## src/rtl/timer_run_ctrl.sv

```systemverilog
// Run/configuration sequencer for the timer: applies software config at safe points and runs the debug halt handshake.
// Optional upd_done/upd_forced pulse outputs are enabled by defining TIMER_UPD_DONE_EN.
module timer_run_ctrl #(
  parameter int WAIT_MAX = 256,
  parameter int TW       = 9
) (
  input  logic       i_clk,
  input  logic       i_rst,
  input  logic       i_cfg_wr,
  input  logic       i_sw_timer_en,
  input  logic       i_sw_div_en,
  input  logic [3:0] i_sw_div_val,
  input  logic       i_dbg_mode,
  input  logic       i_halt_req,
  input  logic       i_cnt_en,
  output logic       o_timer_en,
  output logic       o_div_en,
  output logic [3:0] o_div_val,
  output logic       o_cfg_busy,
  output logic       o_halt_ack,
  output logic [1:0] o_state
`ifdef TIMER_UPD_DONE_EN
  ,
  output logic       o_upd_done,
  output logic       o_upd_forced
`endif
);

  typedef enum logic [1:0] {
    S_IDLE     = 2'd0,
    S_RUN      = 2'd1,
    S_UPD_WAIT = 2'd2,
    S_HALTED   = 2'd3
  } state_t;

  localparam logic [TW-1:0] WAIT_LAST = TW'(WAIT_MAX - 1);
  localparam logic [TW-1:0] WAIT_SAT  = TW'(WAIT_MAX);

  state_t        r_state;
  state_t        w_next;
  logic          r_timer_en;
  logic          r_div_en;
  logic [3:0]    r_div_val;
  logic          r_busy;
  logic          r_halt_ack;
  logic          r_pend_te;
  logic          r_pend_de;
  logic [3:0]    r_pend_dv;
  logic [TW-1:0] r_wait_cnt;
  logic          w_hc;
  logic          w_div_diff;
  logic          w_apply;

  assign w_hc       = i_dbg_mode & i_halt_req;
  assign w_div_diff = (r_pend_de != r_div_en) || (r_pend_dv != r_div_val);

  always_comb begin
    w_next  = r_state;
    w_apply = 1'b0;
    case (r_state)
      S_IDLE: begin
        if (r_busy) begin
          w_apply = 1'b1;
          w_next  = r_pend_te ? S_RUN : S_IDLE;
        end
      end
      S_RUN: begin
        if (w_hc) begin
          w_next = S_HALTED;
        end else if (r_busy) begin
          if (!r_pend_te) begin
            w_apply = 1'b1;
            w_next  = S_IDLE;
          end else if (w_div_diff) begin
            w_next = S_UPD_WAIT;
          end else begin
            w_apply = 1'b1;
          end
        end
      end
      S_UPD_WAIT: begin
        // A disable rewritten while waiting must not wait for a tick boundary.
        if (w_hc) begin
          w_next = S_HALTED;
        end else if (!r_pend_te) begin
          w_apply = 1'b1;
          w_next  = S_IDLE;
        end else if (i_cnt_en || (r_wait_cnt >= WAIT_LAST)) begin
          w_apply = 1'b1;
          w_next  = S_RUN;
        end
      end
      S_HALTED: begin
        if (!w_hc) begin
          w_next = (r_busy && w_div_diff) ? S_UPD_WAIT : S_RUN;
        end
      end
      default: w_next = S_IDLE;
    endcase
  end

  always_ff @(posedge i_clk or posedge i_rst) begin
    if (i_rst) begin
      r_state    <= S_IDLE;
      r_timer_en <= 1'b0;
      r_div_en   <= 1'b0;
      r_div_val  <= 4'd0;
      r_busy     <= 1'b0;
      r_halt_ack <= 1'b0;
      r_pend_te  <= 1'b0;
      r_pend_de  <= 1'b0;
      r_pend_dv  <= 4'd0;
      r_wait_cnt <= '0;
    end else begin
      r_state    <= w_next;
      r_halt_ack <= (w_next == S_HALTED);
      if (w_apply) begin
        r_timer_en <= r_pend_te;
        r_div_en   <= r_pend_de;
        r_div_val  <= r_pend_dv;
      end
      if (i_cfg_wr) begin
        r_pend_te <= i_sw_timer_en;
        r_pend_de <= i_sw_div_en;
        r_pend_dv <= i_sw_div_val;
        r_busy    <= 1'b1;
      end else if (w_apply) begin
        r_busy <= 1'b0;
      end
      // The wait count survives a halt so a resumed update still times out on schedule.
      if (r_state == S_UPD_WAIT) begin
        if (w_apply) begin
          r_wait_cnt <= '0;
        end else if (r_wait_cnt < WAIT_SAT) begin
          r_wait_cnt <= r_wait_cnt + 1'b1;
        end
      end else if (r_state != S_HALTED) begin
        r_wait_cnt <= '0;
      end
    end
  end

  assign o_timer_en = r_timer_en;
  assign o_div_en   = r_div_en;
  assign o_div_val  = r_div_val;
  assign o_cfg_busy = r_busy;
  assign o_halt_ack = r_halt_ack;
  assign o_state    = r_state;

`ifdef TIMER_UPD_DONE_EN
  logic r_upd_done;
  logic r_upd_forced;
  logic w_forced;

  // Leaving UPD_WAIT for RUN without a tick can only be the timeout.
  assign w_forced = (r_state == S_UPD_WAIT) && (w_next == S_RUN) && !i_cnt_en;

  always_ff @(posedge i_clk or posedge i_rst) begin
    if (i_rst) begin
      r_upd_done   <= 1'b0;
      r_upd_forced <= 1'b0;
    end else begin
      r_upd_done   <= w_apply;
      r_upd_forced <= w_forced;
    end
  end

  assign o_upd_done   = r_upd_done;
  assign o_upd_forced = r_upd_forced;
`endif

endmodule

```

## config.mk

```make
export PLATFORM = sky130hd
export DESIGN_NAME = timer_run_ctrl
export DESIGN_NICKNAME = d
export VERILOG_FILES = /design/src/rtl/timer_run_ctrl.sv
export SDC_FILE = /design/constraint.sdc
export NUM_CORES = 1
export LEC_CHECK = 0
export ABC_AREA = 1
export CORE_ASPECT_RATIO = 1.1
export CORE_MARGIN = 5
export CORE_UTILIZATION = 50
export DETAILED_ROUTE_END_ITERATION = 10
export PLACE_DENSITY = 0.76
export SLEW_MARGIN = 20
export SYNTH_ARGS = -nofsm -noshare
export SYNTH_HDL_FRONTEND = slang
export SYNTH_SLANG_ARGS = --single-unit
```

## constraint.sdc

```tcl
create_clock -name i_clk -period 2.14 [get_ports i_clk]
set_input_delay 0.321 -clock i_clk [delete_from_list [all_inputs] [get_ports i_clk]]
set_output_delay 0.321 -clock i_clk [all_outputs]
set_load 0.01 [all_outputs]
```

==> results.cfg <==
[finish]
layout-drive-gt1-share_pct = 12.8
fin_nets = 218
n_antenna_cell = 0
ff_latch_area_um2 = 626
multi_input_area_um2 = 689
fin_area_mm2 = 0.00171
syn_to_final_growth_pct = 21.2
final_cells = 236
fillers = 247

[place]
port_buffers = 21
dp_cells = 231
dp_hpwl_mm = 2.36
gp_congestion = 0.905
dpl_cell_area_mm2 = 0.00166

[global_routing]
grt_usage_pct = 17.0
grt-ovfl-total = 0
grt_max_degree = 26
grt_antenna_before_repair = 0
grt_pass1_wl_mm = 5.06
grt_pass1_vias = 1162

[logic_synthesis]
yosys_warnings = 0
synth_most_common_cell = nand2_1
postSynthCellCount = 177
ys_seq_area_share_pct = 44.4
avgSynthCellArea_um2 = 7.95
synth_area_mm2 = 0.00141
synth_area_leader_cell = dfrtp_1
synth_flop_cell = dfrtp_1
synth_edf_count = 0
synth_top_area_share_pct = 44.4
synth_seq_cells = 25
syn-num-nets = 191
async_flop_share_pct = 100
synth.area.top_cells = dfrtp_1 (44%), nand2_1 (14%), inv_1 (5.3%)
netlist_top_cells_count = nand2_1 (52), dfrtp_1 (25), inv_1 (20), nor2_1 (20), nand4_1 (9)
synth.distinct_cells = 28

[clock_tree]
clkSinkCount = 25
cts.clk_slew.worst_paths_ns = 0.16
worst_skew_pair.late_latency_ns = 0.33
clockRootBuffer = clkbuf_4
cts_buffers = 3
htree_num_levels = 1
cts_tree = yes
clockBufferDepth = 2

[pwr]
intPower_w = 0.000989
combinationalPowerShare_pct = 46.1
total_leakage_power_nw = 0.865
p_seq_share_pct = 40.4
p_sw_share_pct = 42.3
power_density_mw_per_mm2 = 1000
p_clk_share_pct = 13.6
peakVddDrop_mv = 0.569
p_switching_w = 0.000725

[setup_path]
cp_max_fo = 3
critPathLaunchType = register
cp_data_required_time_ns = 2.40
endpoint_kind = register
path_delay_family = simple AND/OR/NAND/NOR gates
path_cells = ha_1, nand2_1, nor2_1, inv_1, nor3_1, ha_1, nor3_2, nand3_2, nand2_4, nand2_4, inv_1, nand3_1, a21oi_1
slowest_stage = dfrtp_1
cp.arrival_ns = 2.31
crit_buf_inv = 2
cpPeakStageDelay_ns = 0.44
path_depth = 13
worstRegToRegCells = 13
worstSetupPathType = reg2reg

[route]
final_antenna_net_count = 0
dr.pass1.iters = 4
postRouteWirelength_mm = 3.09
vias = 1220
avgViaCountPerCell = 5.17
remaining_drc_errors = 0
drt_iter0_drc = 64
avgRoutedWirePerCell_um = 13.1

[hold_path]
hp-class = in2async

[timing]
max_freq_mhz = 489
slew_headroom_pct = 78.5
slew_viol_final = 0
fin_skew_ns = 0.00998
worstMarginPinSlew_ns = 0.323
layout_min_cycle_time_ns = 2.04
setup-violations-final = 0
hold_ws_ns = 0.315
period_share_pct = 95.6
finalHoldViolCount = 0

[floorplanning]
core_mm2 = 0.00273
die_h_um = 65.7
start_util_pct = 51.6
dieWidth_um = 60.6
num_rows = 20
dieArea_mm2 = 0.00398
num_io_pins = 22

[outcome]
outcome = complete, no violations

[flow_run]
cap_violations = 0
==> stage by stage <==
step	utilization [%]	worst slack (ns)	power [W]	setup TNS, ns
after floorplan	-	0.297	0.00117	0
after detailed placement	61.0	0.127	0.00147	0
after global placement	61.0	0.200	0.00145	0
after CTS	62.1	0.101	0.00171	0
after global routing	62.6	-0.0315	0.00184	-0.0633
final	62.6	0.0951	0.00171	0
==> placed cells by master, fill, tap and decap left out, drive strengths merged, types with 3 or more instances in the layout <==
| cell | count |
|---|---|
| a21oi | 4 |
| clkbuf | 3 |
| clkdlybuf4s50 | 21 |
| dfrtp | 25 |
| inv | 26 |
| nand2 | 59 |
| nand3 | 11 |
| nand4 | 10 |
| nor2 | 23 |
| o21ai | 4 |
| xor2 | 3 |
==> logic make-up after synthesis <==
family / synth area share [%]
AOI/OAI and AO/OA: 5.42
and+or+nand+nor: 38.3
DFF: 44.4
buffers and inverters: 6.93
xor gates and xnor gates: 3.11
adders and majority gates: 1.78
==> worst min-delay path, stage by stage <==
cell             delay [ns]
clkdlybuf4s50_1        0.39
inv_1                  0.05
buf_4                  0.30
==> routing by layer <==
layer | track usage, % | part of all wire (%)
met1 | 20.8 | 42
met2 | 29.1 | 52
met3 | 2.55 | 4.3
met4 | 6.78 | 1.3
met5 | 0 | 0
==> power groups by stage <==
stage / sequential [W] / combinational, W / clock, W
global route: 0.000705 / 0.000869 / 0.000266
floorplan: 0.000715 / 0.000452 / 0
finish: 0.000691 / 0.000790 / 0.000232
CTS: 0.000689 / 0.000779 / 0.000243
detailed placement: 0.000697 / 0.000774 / 0
global placement: 0.000696 / 0.000749 / 0
==> area by class of cell <==
| cell class | instances | share of cell area [%] |
|---|---|---|
| sequential | 25 | 36.7 |
| timing repair buffer | 23 | 13.2 |
| multi-input combinational | 126 | 40.4 |
| clock inverter | 1 | 0.513 |
| clock buffer | 3 | 1.32 |
| inverter | 25 | 5.50 |
| tap | 33 | 2.42 |
==> worst paths after layout <==
check	slack (ns)	start	to
min in group i_clk	0.51	i_sw_div_val[2]	r_pend_dv[2]$_DFFE_PP0P_
max	0.1	r_wait_cnt[0]$_DFFE_PP0P_	r_wait_cnt[4]$_DFFE_PP0P_
min reg2reg	0.54	r_pend_dv[3]$_DFFE_PP0P_	o_div_val[3]$_DFFE_PP0P_
max in group asynchronous	1.58	i_rst	r_pend_dv[2]$_DFFE_PP0P_
max reg2reg	0.1	r_wait_cnt[0]$_DFFE_PP0P_	r_wait_cnt[4]$_DFFE_PP0P_
min	0.31	i_rst	r_wait_cnt[2]$_DFFE_PP0P_
==> registers in the layout (all words and copies together), names as in the netlist <==
signal	count
r_wait_cnt	9
o_div_val	4
r_pend_dv	4
o_state	2
o_cfg_busy	1
o_div_en	1
o_halt_ack	1
o_timer_en	1
r_pend_de	1
r_pend_te	1
==> repair_timing <==
item	CTS	global route
setup endpoints to repair	0	11
hold buffers	0	0
buffers inserted	0	1
hold endpoints to repair	0	0
resized for setup	0	1
(Power assumes the default switching activity.)
